[src/rtl/ladder_hpf_if.sv]
// Sample/coefficient bus for the ladder high-pass filter.
// The master drives sample strobes; the slave (filter) returns results and status.
`default_nettype none

interface ladder_hpf_if #(
  parameter int W = 16
);
  logic                in_valid;
  logic signed [W-1:0] in;
  logic        [W-1:0] g;
  logic        [W-1:0] res;
  logic signed [W-1:0] out;
  logic                out_valid;
  logic                busy;
  logic                dropped;

  modport master (output in_valid, in, g, res, input out, out_valid, busy, dropped);
  modport slave  (input in_valid, in, g, res, output out, out_valid, busy, dropped);
endinterface

`default_nettype wire

[src/rtl/ladder_hpf.sv]
// Four-pole ladder high-pass filter; one shared signed multiplier, one multiply per cycle.
// Each accepted sample walks FB -> S1..S4 -> MIX, producing a result six edges after acceptance.
`default_nettype none

module ladder_hpf #(
  parameter int W = 16
) (
  input  logic        sample_clk,
  input  logic        rst,
  ladder_hpf_if.slave bus
);

  localparam int PW = 2*W + 2;
  localparam logic signed [PW-1:0] SAT_MAX = PW'(2**(W-1) - 1);
  localparam logic signed [PW-1:0] SAT_MIN = ~SAT_MAX;

  typedef enum logic [2:0] {IDLE, FB, S1, S2, S3, S4, MIX} state_t;

  function automatic logic signed [W-1:0] sat_w(input logic signed [PW-1:0] v);
    if (v > SAT_MAX)      return SAT_MAX[W-1:0];
    else if (v < SAT_MIN) return SAT_MIN[W-1:0];
    else                  return v[W-1:0];
  endfunction

  state_t              state_q;
  logic signed [W-1:0] in_q;
  logic        [W-1:0] g_q;
  logic        [W-1:0] res_q;
  logic signed [W-1:0] x_q;
  logic signed [W-1:0] a_q [4];
  logic signed [W-1:0] out_q;
  logic                out_valid_q;
  logic                busy_q;
  logic                dropped_q;

  logic signed [W-1:0]  src;
  logic signed [W-1:0]  ak;
  logic signed [W:0]    diff;
  logic signed [W:0]    mul_a;
  logic signed [W:0]    mul_b;
  logic signed [PW-1:0] prod;
  logic signed [W-1:0]  x_d;
  logic signed [W-1:0]  a_d;
  logic signed [W-1:0]  out_d;

  // Stage k filters toward the already-updated output of stage k-1 (stage 1 toward x).
  always_comb begin
    src = x_q;
    ak  = a_q[0];
    case (state_q)
      S2:      begin src = a_q[0]; ak = a_q[1]; end
      S3:      begin src = a_q[1]; ak = a_q[2]; end
      S4:      begin src = a_q[2]; ak = a_q[3]; end
      default: ;
    endcase
    diff  = (W+1)'(src) - (W+1)'(ak);
    mul_a = (state_q == FB) ? {1'b0, res_q} : {1'b0, g_q};
    mul_b = (state_q == FB) ? (W+1)'(a_q[3]) : diff;
    prod  = PW'(mul_a) * PW'(mul_b);
    x_d   = sat_w(PW'(in_q) - (prod >>> (W-2)));
    a_d   = sat_w(PW'(ak) + (prod >>> W));
    out_d = sat_w(PW'(x_q)
                  - (PW'(a_q[0]) <<< 2)
                  + (PW'(a_q[1]) <<< 2) + (PW'(a_q[1]) <<< 1)
                  - (PW'(a_q[2]) <<< 2)
                  + PW'(a_q[3]));
  end

  always_ff @(posedge sample_clk) begin
    if (rst) begin
      state_q     <= IDLE;
      in_q        <= '0;
      g_q         <= '0;
      res_q       <= '0;
      x_q         <= '0;
      for (int i = 0; i < 4; i++) a_q[i] <= '0;
      out_q       <= '0;
      out_valid_q <= 1'b0;
      busy_q      <= 1'b0;
      dropped_q   <= 1'b0;
    end else begin
      out_valid_q <= 1'b0;
      // Any strobe outside IDLE, including the MIX cycle, is discarded.
      dropped_q   <= bus.in_valid && (state_q != IDLE);
      case (state_q)
        IDLE: if (bus.in_valid) begin
          in_q    <= bus.in;
          g_q     <= bus.g;
          res_q   <= bus.res;
          busy_q  <= 1'b1;
          state_q <= FB;
        end
        FB:  begin x_q    <= x_d; state_q <= S1;  end
        S1:  begin a_q[0] <= a_d; state_q <= S2;  end
        S2:  begin a_q[1] <= a_d; state_q <= S3;  end
        S3:  begin a_q[2] <= a_d; state_q <= S4;  end
        S4:  begin a_q[3] <= a_d; state_q <= MIX; end
        MIX: begin
          out_q       <= out_d;
          out_valid_q <= 1'b1;
          busy_q      <= 1'b0;
          state_q     <= IDLE;
        end
        default: state_q <= IDLE;
      endcase
    end
  end

  assign bus.out       = out_q;
  assign bus.out_valid = out_valid_q;
  assign bus.busy      = busy_q;
  assign bus.dropped   = dropped_q;

endmodule

`default_nettype wire

[src/flat_wrapper.sv]
// flat-port wrapper written by rule: the top's interface ports become plain ports
module ladder_hpf_flat 
#(
  parameter int W = 16
)
  (sample_clk, rst, bus_in_valid, bus_in, bus_g, bus_res, bus_out, bus_out_valid, bus_busy, bus_dropped);
  ladder_hpf_if #(.W(W)) bus_i ();
  input  logic sample_clk;
  input  logic rst;
  input wire logic [$bits(bus_i.in_valid)-1:0] bus_in_valid;
  input wire logic [$bits(bus_i.in)-1:0] bus_in;
  input wire logic [$bits(bus_i.g)-1:0] bus_g;
  input wire logic [$bits(bus_i.res)-1:0] bus_res;
  output wire logic [$bits(bus_i.out)-1:0] bus_out;
  output wire logic [$bits(bus_i.out_valid)-1:0] bus_out_valid;
  output wire logic [$bits(bus_i.busy)-1:0] bus_busy;
  output wire logic [$bits(bus_i.dropped)-1:0] bus_dropped;
  assign bus_i.in_valid = bus_in_valid;
  assign bus_i.in = bus_in;
  assign bus_i.g = bus_g;
  assign bus_i.res = bus_res;
  assign bus_out = bus_i.out;
  assign bus_out_valid = bus_i.out_valid;
  assign bus_busy = bus_i.busy;
  assign bus_dropped = bus_i.dropped;
  ladder_hpf #(.W(W)) u_core (.sample_clk(sample_clk), .rst(rst), .bus(bus_i));
endmodule
[config.mk]
export PLATFORM = sky130hd
export DESIGN_NAME = ladder_hpf_flat
export DESIGN_NICKNAME = d
export VERILOG_FILES = /design/src/rtl/ladder_hpf_if.sv /design/src/rtl/ladder_hpf.sv /design/src/flat_wrapper.sv
export SDC_FILE = /design/constraint.sdc
export NUM_CORES = 1
export LEC_CHECK = 0
export ABC_CLOCK_PERIOD_IN_PS = 23100
export CORE_ASPECT_RATIO = 1.4
export CORE_MARGIN = 1
export CORE_UTILIZATION = 38
export CTS_BUF_LIST = sky130_fd_sc_hd__clkbuf_4 sky130_fd_sc_hd__clkbuf_8
export DETAILED_ROUTE_END_ITERATION = 12
export PLACE_DENSITY = 0.57
export SLEW_MARGIN = 10
export SYNTH_ARGS = -nofsm -noshare
export SYNTH_HDL_FRONTEND = slang
export SYNTH_SLANG_ARGS = --single-unit
[constraint.sdc]
create_clock -name sample_clk -period 23.1 [get_ports sample_clk]
set_input_delay 6.93 -clock sample_clk [delete_from_list [all_inputs] [get_ports sample_clk]]
set_output_delay 6.93 -clock sample_clk [all_outputs]
set_load 0.03 [all_outputs]
# [After elaboration in Yosys (flattened, before gate mapping)]
# Memory sizes are Yosys's and may differ from the RTL's.
# Index checks and enable logic that the tools add are counted.
[word_totals] n_memories=1 elab_cells=75 ff_bits=86 ramBits=64 output_inout_bits=19 input_bits=51
[op_classes] n_reduce_logical=6 n_addsub=8 n_lt_le_gt_ge=6 muxes=33 eq_ne=7 bitwise_logic=4 mul=1
[mem_list] name="u_core.a_q" depth=4 width=16 read_ports=4 rd_ports_with_merged_regs=0 wr=4 line="ladder_hpf.sv:30" text="logic signed [W-1:0] a_q [4];"
[ops] operator="$mux W16" count=11
[ops] operator="$gt A34 B16 Y1 const B" count=3
[ops] operator="$lt A34 B16 Y1 const B" count=3
[ops] operator="$pmux W16 S3" count=2
[ops] operator="$add A34 B16 Y34" count=1
[ops] operator="$add A34 B17 Y34" count=1
[ops] operator="$mul A17 B17 Y34" count=1
[ops] operator="$sub A34 B18 Y34" count=1
[ops] operator="$sub A16 B20 Y21" count=1
[ops] operator="$add A19 B18 Y20" count=1
[ops] operator="$add A16 B18 Y19" count=1
[ops] operator="$sub A16 B18 Y19" count=1
[ops] operator="$pmux W3 S6" count=1
[ops] operator="$mux W17" count=1
[ops] operator="$sub A16 B16 Y17" count=1
[ops] operator="$mux W1" count=16
[ops] operator="$eq A3 B3 Y1 const B" count=3
[ops] operator="$eq A3 B2 Y1 const B" count=2
[ops] operator="$or A1 B1 Y1" count=4
[ops] operator="$reduce_and A2 Y1" count=2
[ops] operator="$eq A3 B1 Y1 const B" count=1
[ops] operator="$logic_not A3 Y1" count=1
[ops] operator="$mux W3" count=1
[ops] operator="$reduce_bool A3 Y1" count=1
[ops] operator="other kinds (4)" count=4

# [Depth between registers and ports, before layout]
# Gate-level depths: netlist of run 1.
[depth] ltp_word=10 ltp_mapped=62 ltp_nobuf=55

# [Least setup slack after synthesis of run 1]
# No wires, ideal clock.
[synth_timing] path_type="flip-flop to flip-flop" startpoint="reg u_core.state_q[0]" endpoint="mem u_core.a_q[2][8] (data pin)" period_less_slack_ns=12.246 path_buffers=8 setup_time_ns=0.276 required_time_ns=22.824 t_arrival_ns=11.970 path_stages_with_launch=59 path_slack_ns=10.854 path_cell_list="dfxtp_1 buf_4 clkbuf_1 clkbuf_1 buf_1 nor2_1 a21oi_1 o22ai_1 a31oi_1 ha_1 a21o_1 a21o_1 o21ai_0 a21oi_1 maj3_1 a21oi_1 o21ai_0 a21oi_1 (+23 left out) o21ai_0 a41oi_1 nor2b_1 o21bai_1 xor2_1 ha_1 inv_1 nor2_1 and3_1 buf_1 o2111ai_1 o211ai_1 mux2_2 nor2_1 nand3_2 nand3_2 buf_2 o21ai_1"
[synth_rtl] item="start, declared" line="ladder_hpf.sv:25" text="state_t state_q;"
[synth_rtl] item="start signal, assigned" line="ladder_hpf.sv:71" text="state_q <= IDLE;"
[synth_rtl] item="start signal, assigned" line="ladder_hpf.sv:91" text="state_q <= FB;"
[synth_rtl] item="start signal, assigned" line="ladder_hpf.sv:93" text="FB: begin x_q <= x_d; state_q <= S1; end"
[synth_rtl] item="end, declared" line="ladder_hpf.sv:30"

# [Final worst setup path of run 1]
[layout_timing] startpoint="reg u_core.state_q[0]" endpoint="reg u_core.x_q[10]"
[layout_via] elab_chain_len=9 elab_cells_between_ends=15 cone_classes="add/sub: 2; mul: 1; order compare: 2; eq/ne: 4; mux: 6"
[layout_lines] item="$eq A3 B3 Y1 or $eq A3 B2 Y1 (tied branches)" line="ladder_hpf.sv:50" text="case (state_q)"
[layout_lines] item="$pmux W16 S3" line="ladder_hpf.sv:50"
[layout_lines] item="$sub A16 B16 Y17" line="ladder_hpf.sv:56" text="diff = (W+1)'(src) - (W+1)'(ak);"
[layout_lines] item="$mux W17" line="ladder_hpf.sv:58" text="mul_b = (state_q == FB) ? (W+1)'(a_q[3]) : diff;"
[layout_lines] item="$mul A17 B17 Y34" line="ladder_hpf.sv:59" text="prod = PW'(mul_a) * PW'(mul_b);"
[layout_lines] item="$sub A16 B20 Y21" line="ladder_hpf.sv:60" text="x_d = sat_w(PW'(in_q) - (prod >>> (W-2)));"
[layout_lines] item="$lt A34 B16 Y1" line="ladder_hpf.sv:21" text="else if (v < SAT_MIN) return SAT_MIN[W-1:0];"
[layout_lines] item="$mux W16" line="ladder_hpf.sv:21"
[layout_lines] item="$mux W16" line="ladder_hpf.sv:20" text="if (v > SAT_MAX) return SAT_MAX[W-1:0];"
[layout_lines] item="end signal, assigned" line="ladder_hpf.sv:75" text="x_q <= '0;"
[layout_lines] item="end signal, assigned" line="ladder_hpf.sv:93"
[layout_lines] item="end, declared" line="ladder_hpf.sv:29" text="logic signed [W-1:0] x_q;"
# Several ways; a longest one is shown, not always the timed one.
# A chain may end at the register's enable or synchronous reset.

==> results of run 1 <==
-- final cells by class --
cell class,count,area (µm²)
Sequential cell,150,3640
Multi-Input combinational cell,1952,16400
Tap cell,735,920
Inverter,408,1530
Fill cell,5719,32900
Clock buffer,18,241
Timing Repair Buffer,94,876
Clock inverter,14,184
-- worst paths after layout --
kind | startpoint | endpoint | depth (start not counted)
setup / recovery | u_core.state_q[0] | u_core.x_q[10] | 47
hold / removal | u_core.bus.out[9] | u_core.bus.out[9] | 2
setup reg to reg | u_core.state_q[0] | u_core.x_q[10] | 47
hold reg to reg | u_core.bus.out[9] | u_core.bus.out[9] | 2
-- cell usage after synthesis (22+ instances only) --
cell / n
sky130_fd_sc_hd__a21o_1: 31
sky130_fd_sc_hd__a21oi_1: 154
sky130_fd_sc_hd__a31oi_1: 26
sky130_fd_sc_hd__and3_1: 22
sky130_fd_sc_hd__clkbuf_1: 79
sky130_fd_sc_hd__dfxtp_1: 86
sky130_fd_sc_hd__edfxtp_1: 64
sky130_fd_sc_hd__fa_1: 265
sky130_fd_sc_hd__ha_1: 214
sky130_fd_sc_hd__inv_1: 407
sky130_fd_sc_hd__mux2i_1: 27
sky130_fd_sc_hd__nand2_1: 389
sky130_fd_sc_hd__nand3_1: 46
sky130_fd_sc_hd__nor2_1: 191
sky130_fd_sc_hd__nor2b_1: 22
sky130_fd_sc_hd__nor3_1: 28
sky130_fd_sc_hd__o211ai_1: 30
sky130_fd_sc_hd__o21ai_0: 53
sky130_fd_sc_hd__o21ai_1: 69
sky130_fd_sc_hd__xnor2_1: 60
sky130_fd_sc_hd__xor2_1: 23
-- state kept, by name, indices dropped and copies added (netlist names) --
name / count
u_core.res_q: 16
u_core.bus.out_valid: 1
u_core.bus.busy: 1
u_core.x_q: 16
u_core.a_q: 64
u_core.g_q: 16
u_core.in_q: 16
u_core.bus.dropped: 1
u_core.state_q: 3
u_core.bus.out: 16
-- worst max-delay path: cells and delay by family, from the launching register on --
kind	cells	cell delay [ns]
buffers and inverters	7	1.46
adders and majority gates	10	4.27
and+or+nand+nor	9	3.62
AOI/OAI and AO/OA	21	5.38
DFF	1	0.33
-- metal layers --
layer | GRT usage [%] | vias up
li1 | - | 8710
met1 | 28.0 | 9065
met2 | 41.3 | 462
met3 | 3.63 | 116
met4 | 10.3 | 0
met5 | 0 | -
-- through the flow --
| stage | std cells | cell area (µm²) | hold WS [ns] | setup WS [ns] | util (%) |
|---|---|---|---|---|---|
| CTS | 3371 | 23800 | 0.471 | 7.91 | 41.9 |
| finish | 3371 | 23800 | 0.469 | 7.80 | 41.9 |
| floorplan | 2609 | 21900 | 0.436 | 10.85 | - |
| detailed placement | 3339 | 23300 | 0.451 | 8.00 | 41.2 |
| global route | 3371 | 23800 | 0.490 | 6.72 | 41.9 |
| global placement | 3339 | 23300 | 0.449 | 8.37 | 41.2 |
-- placed cells by master (no fill, tap or decap), drive strengths merged, types with 26 or more instances in the layout --
cell,Yosys,routed
nand3,51,51
inv,407,414
a21o,31,31
clkdlybuf4s50,0,68
edfxtp,64,64
dfxtp,86,86
nand2,394,394
fa,265,265
o21ai,125,125
ha,214,214
nor3,28,28
buf,20,26
mux2i,27,27
xnor2,60,60
a31oi,26,26
o211ai,30,30
a21oi,154,154
nor2,192,192
-- cell families after synthesis --
logic type	count (synthesis)	share of synthesized area [%]
simple gates	806	16.6
flops	150	16.6
xor+xnor	84	3.41
mux	33	1.56
buf+inv	507	8.93
compound gates	544	16.3
fa+ha+maj	485	36.7
==> insert_results.sql, run 1 <==
INSERT INTO impl_metrics (metric_group, metric, value, unit) VALUES
('routing', 'first_pass_iters', '6', ''),
('die', 'die-width', '205', 'µm'),
('yosys', 'synth_cells', '2609', ''),
('die', 'floorplan.die.height', '286', 'µm'),
('sta', 'timing.final.hold_violations', '0', ''),
('yosys', 'netlist.area_leader.share', '24.2', '%'),
('clock_tree', 'cts_tree', 'done', ''),
('sta', 'max_freq', '65.3', 'MHz'),
('clock_tree', 'ctsRootBufferMaster', 'sky130_fd_sc_hd__clkbuf_8', ''),
('grt', 'grt.overflow.total', '0', ''),
('routing', 'initialDrtViolationCount', '1062', ''),
('yosys', 'synthFlopType', 'sky130_fd_sc_hd__dfxtp_1', ''),
('setup_path', 'timing.critical_path.to_type', 'flip-flop', ''),
('worst_hold_path', 'class_of_the_tightest_hold_or_removal_check', 'reg2reg', ''),
('yosys', 'synthesis.yosys.warnings', '0', ''),
('cells_and_area', 'synthToLayoutAreaGrowth', '8.29', '%'),
('setup_path', 'crit_arrival', '15.69', 'ns'),
('sta', 'tightest_slew', '1.17', 'ns'),
('clock_tree', 'maximum_clock_path_buffer_count', '2', ''),
('run_status', 'status', 'finished, final reports clean', ''),
('cells_and_area', 'post_route_cells_drive_above_1_share', '4.55', '%'),
('routing', 'viasPerCell', '5.44', ''),
('routing', 'highest_signal_layer_in_the_routed_design', 'met4', ''),
('yosys', 'synth.largest_area_cell', 'sky130_fd_sc_hd__fa_1', ''),
('sta', 'grt_setup_unrepaired', 'false', ''),
('placed_design', 'hpwl', '54600', 'µm'),
('yosys', 'synth.distinct_cells', '97', ''),
('grt', 'grt_util_all_layers', '23.5', '%'),
('clock_tree', 'postCtsSetupBuffers', '0', ''),
('routing', 'dr_wl_met2', '33600', 'µm'),
('sta', 'slew_headroom', '19.8', '%'),
('die', 'num_rows', '103', ''),
('cells_and_area', 'diodes', '0', ''),
('routing', 'route.layer.met1.wl', '26900', 'µm'),
('die', 'floorplan.io_pins', '70', ''),
('yosys', 'synth-edff-count', '64', ''),
('sta', 'period_needed', '15.30', 'ns'),
('die', 'core_area', '0.0567', 'mm²'),
('clock_tree', 'cts_buffers', '17', ''),
('clock_tree', 'insertion_delay', '0.58', 'ns'),
('yosys', 'post_syn_nets', '3139', ''),
('routing', 'routed-wl-met3', '2650', 'µm'),
('placed_design', 'port_buffers', '69', ''),
('setup_path', 'critPathMostFrequentCell', 'sky130_fd_sc_hd__fa_1', ''),
('sta', 'final_min_period_over_clock_period', '66.3', '%'),
('clock_tree', 'clk_transition_reported_paths', '0.11', 'ns'),
('routing', 'drt-wirelength-per-cell', '19.6', 'µm'),
('setup_path', 'internal_reg_to_reg_setup_slack', '7.80', 'ns'),
('grt', 'grt_antenna_before_repair', '0', ''),
('clock_tree', 'htree_levels', '4', ''),
('setup_path', 'timing.critical_path.from_type', 'flip-flop', ''),
('setup_path', 'critical-path-max-stage-delay', '0.85', 'ns'),
('grt', 'grt_first_pass_wirelength', '105000', 'µm'),
('routing', 'antenna_left', '0', ''),
('die', 'initial_utilization', '38.7', '%'),
('grt', 'grt_max_degree', '80', ''),
('routing', 'postRouteWirelength', '66100', 'µm'),
('sta', 'setup-violations-final', '0', ''),
('sta', 'final.setup.tns', '0', 'ns'),
('clock_tree', 'cts.sink_count', '150', ''),
('yosys', 'synth.area.top_cells', 'sky130_fd_sc_hd__fa_1 24%, sky130_fd_sc_hd__ha_1 12%, sky130_fd_sc_hd__edfxtp_1 8.8%, sky130_fd_sc_hd__dfxtp_1 7.8%, sky130_fd_sc_hd__inv_1 7.0%', ''),
('cells_and_area', 'final_net_count', '3153', ''),
('job', 'drv.max_cap_violation_count', '0', ''),
('yosys', 'flops_latches_synth', '150', ''),
('grt', 'grt_pass1_vias', '19000', ''),
('routing', 'detailroute.via_count', '18400', ''),
('clock_tree', 'post_cts_hold_buffer_count', '0', ''),
('setup_path', 'timing.critical_path.required', '23.49', 'ns'),
('setup_path', 'crit_fanout', '69', ''),
('yosys', 'mappedNetlistArea', '0.0219', 'mm²'),
('sta', 'final_max_slew_viol_count', '0', ''),
('setup_path', 'setup_cp_type', 'reg2reg', ''),
('yosys', 'syn-mean-instance-area', '8.41', 'µm²'),
('yosys', 'seq_area_frac_synth', '16.6', '%'),
('placed_design', 'finalWeightedCongestion', '0.948', ''),
('setup_path', 'critPathSlowestCell', 'sky130_fd_sc_hd__nor2_1', ''),
('die', 'die-area', '0.0587', 'mm²'),
('sta', 'worst_clock_skew', '0.0194', 'ns'),
('clock_tree', 'cts-resized-gates', '0', ''),
('yosys', 'synthArstFlopShare', '0', '%'),
('routing', 'detail_route.drc_violations', '0', '');
Power of run 1 is left out: the tool's default activity adds up to more than one toggle a clock period on the data nets, which glitch-free logic cannot reach.
==> run 2: changes to the inputs <==
--- a/config.mk
+++ b/config.mk
@@ -5,13 +5,13 @@
 export SDC_FILE = /design/constraint.sdc
 export NUM_CORES = 1
 export LEC_CHECK = 0
-export ABC_CLOCK_PERIOD_IN_PS = 23100
+export ABC_CLOCK_PERIOD_IN_PS = 12700
 export CORE_ASPECT_RATIO = 1.4
 export CORE_MARGIN = 1
 export CORE_UTILIZATION = 38
 export CTS_BUF_LIST = sky130_fd_sc_hd__clkbuf_4 sky130_fd_sc_hd__clkbuf_8
 export DETAILED_ROUTE_END_ITERATION = 12
-export PLACE_DENSITY = 0.57
+export PLACE_DENSITY = 0.59
 export SLEW_MARGIN = 10
 export SYNTH_ARGS = -nofsm -noshare
 export SYNTH_HDL_FRONTEND = slang
==> constraint.sdc (replaced) <==
create_clock -name sample_clk -period 12.7 [get_ports sample_clk]
set_input_delay 3.81 -clock sample_clk [delete_from_list [all_inputs] [get_ports sample_clk]]
set_output_delay 3.81 -clock sample_clk [all_outputs]
set_load 0.03 [all_outputs]
==> insert_results.sql, run 2 (synthesis gave the netlist of run 1 again) <==
INSERT INTO impl_metrics (metric_group, metric, value, unit) VALUES
('clock_tree', 'htree_levels', '4', ''),
('sta', 'final_min_period_over_clock_period', '94.3', '%'),
('clock_tree', 'maximum_clock_path_buffer_count', '2', ''),
('cells_and_area', 'synthToLayoutAreaGrowth', '11.7', '%'),
('grt', 'grt.overflow.total', '0', ''),
('setup_path', 'regToRegEndpoint', 'u_core.x_q[0]', ''),
('worst_hold_path', 'class_of_the_tightest_hold_or_removal_check', 'reg2reg', ''),
('sta', 'setup-violations-final', '0', ''),
('setup_path', 'critical-path-max-stage-delay', '0.56', 'ns'),
('cells_and_area', 'largest_register_ff_count', '64', ''),
('sta', 'slew_headroom', '11.0', '%'),
('grt', 'grt_pass1_vias', '19300', ''),
('sta', 'max_freq', '83.5', 'MHz'),
('die', 'die-width', '205', 'µm'),
('setup_path', 'setup_cp_type', 'reg2reg', ''),
('routing', 'detail_route.drc_violations', '0', ''),
('die', 'floorplan.io_pins', '70', ''),
('die', 'floorplan.die.height', '286', 'µm'),
('die', 'num_rows', '103', ''),
('clock_tree', 'post_cts_hold_buffer_count', '0', ''),
('sta', 'final_max_slew_viol_count', '0', ''),
('setup_path', 'crit_fanout', '16', ''),
('sta', 'worst_clock_skew', '0.0320', 'ns'),
('clock_tree', 'insertion_delay', '0.58', 'ns'),
('setup_path', 'timing.critical_path.from_type', 'flip-flop', ''),
('grt', 'grt_antenna_before_repair', '0', ''),
('clock_tree', 'cts_buffers', '17', ''),
('placed_design', 'dp.cells', '3386', ''),
('die', 'die-area', '0.0587', 'mm²'),
('sta', 'tightest_slew', '1.32', 'ns'),
('setup_path', 'internal_reg_to_reg_setup_slack', '0.72', 'ns'),
('setup_path', 'timing.critical_path.required', '13.13', 'ns'),
('routing', 'postRouteWirelength', '68400', 'µm'),
('setup_path', 'crit_start', 'u_core.state_q[2]', ''),
('placed_design', 'hpwl', '56300', 'µm'),
('placed_design', 'finalWeightedCongestion', '0.996', ''),
('grt', 'grt_max_degree', '63', ''),
('grt', 'grt_first_pass_wirelength', '108000', 'µm'),
('setup_path', 'cp-endpoint', 'u_core.x_q[0]', ''),
('routing', 'detailroute.via_count', '18700', ''),
('setup_path', 'r2r_cells', '51', ''),
('setup_path', 'critPathSlowestCell', 'sky130_fd_sc_hd__fa_1', ''),
('routing', 'antenna_left', '0', ''),
('routing', 'first_pass_iters', '5', ''),
('cells_and_area', 'mostFrequentLayoutCell', 'sky130_fd_sc_hd__inv_1', ''),
('routing', 'viasPerCell', '5.44', ''),
('clock_tree', 'cts_tree', 'done', ''),
('sta', 'timing.final.hold_violations', '0', ''),
('setup_path', 'timing.critical_path.to_type', 'flip-flop', ''),
('routing', 'initialDrtViolationCount', '1174', ''),
('cells_and_area', 'final_net_count', '3219', ''),
('cells_and_area', 'most-common-layout-cells', '407 x sky130_fd_sc_hd__inv_1, 388 x sky130_fd_sc_hd__nand2_1, 265 x sky130_fd_sc_hd__fa_1', ''),
('placed_design', 'port_buffers', '69', ''),
('clock_tree', 'clk_transition_reported_paths', '0.11', 'ns'),
('cells_and_area', 'top_register', 'u_core.a_q', ''),
('cells_and_area', 'finalNonFillerCells', '3438', ''),
('clock_tree', 'cts.sink_count', '150', ''),
('setup_path', 'critPathMostFrequentCell', 'sky130_fd_sc_hd__fa_1', ''),
('grt', 'grt_util_all_layers', '24.0', '%'),
('setup_path', 'crit_arrival', '12.41', 'ns'),
('die', 'initial_utilization', '38.7', '%'),
('run_status', 'status', 'finished, final reports clean', ''),
('routing', 'drt-wirelength-per-cell', '19.9', 'µm'),
('cells_and_area', 'post_route_cells_drive_above_1_share', '7.85', '%'),
('clock_tree', 'ctsRootBufferMaster', 'sky130_fd_sc_hd__clkbuf_8', ''),
('sta', 'period_needed', '11.98', 'ns'),
('die', 'core_area', '0.0567', 'mm²'),
('job', 'drv.max_cap_violation_count', '0', ''),
('setup_path', 'critical_path.reg2reg.startpoint', 'u_core.state_q[2]', '');
## run 2: what timing repair did
item,CTS,global route
buffers inserted,0,15
gates resized for setup,3,44
hold endpoints to repair,0,0
pin swaps,0,11
setup endpoints to repair,70,80
gates cloned,0,4
## run 2: through the flow
step | instance area [µm²] | utilization (%) | setup WS, ns | TNS, ns | hold slack, ns
2_1_floorplan | 21900 | - | 0.454 | 0 | 0.436
3_3_place_gp | 23700 | 41.8 | 0.0183 | 0 | 0.450
3_5_place_dp | 23700 | 41.8 | 0.0155 | 0 | 0.450
4_1_cts | 24100 | 42.6 | 0.0689 | 0 | 0.466
5_1_grt | 24500 | 43.2 | -0.0191 | -0.0463 | 0.485
6_report | 24500 | 43.2 | 0.722 | 0 | 0.460
## run 2: area by class of cell
class / count / area (µm²)
timing repair buffer: 156 / 1400
inverter: 408 / 1530
tap: 735 / 920
clock buffer: 18 / 248
fill: 5693 / 32200
multi-input combinational: 1956 / 16600
clock inverter: 14 / 170
antenna: 1 / 2.50
sequential: 150 / 3650
## run 2: worst min path at each step
stage | start | end | slack [ns] | depth (start not counted)
CTS | u_core.bus.out[2] | u_core.bus.out[2] | 0.47 | 2
global placement | u_core.in_q[0] | u_core.in_q[0] | 0.45 | 2
finish | u_core.bus.out[2] | u_core.bus.out[2] | 0.46 | 2
detailed placement | u_core.bus.out[9] | u_core.bus.out[9] | 0.45 | 2
floorplan | u_core.in_q[0] | u_core.in_q[0] | 0.44 | 2
global route | u_core.bus.out[1] | u_core.bus.out[1] | 0.49 | 2
## run 2: critical path: cells and delay by family (launching register included)
kind | cells | cell delay, ns
flip-flops | 1 | 0.43
buffers and inverters | 8 | 0.97
AND/OR/NAND/NOR | 8 | 1.08
adder cells (fa/ha/maj) | 10 | 4.54
multiplexers | 1 | 0.23
XOR/XNOR | 2 | 0.38
AO/OA/AOI/OAI | 22 | 4.16
## run 2: metal layers
layer  wire length (µm)  track usage (%)
met3               2600             2.91
met2              35300             42.9
met1              27100             28.3
met5                  0                0
met4               3410             11.2
Power of run 2 is left out for the same reason.
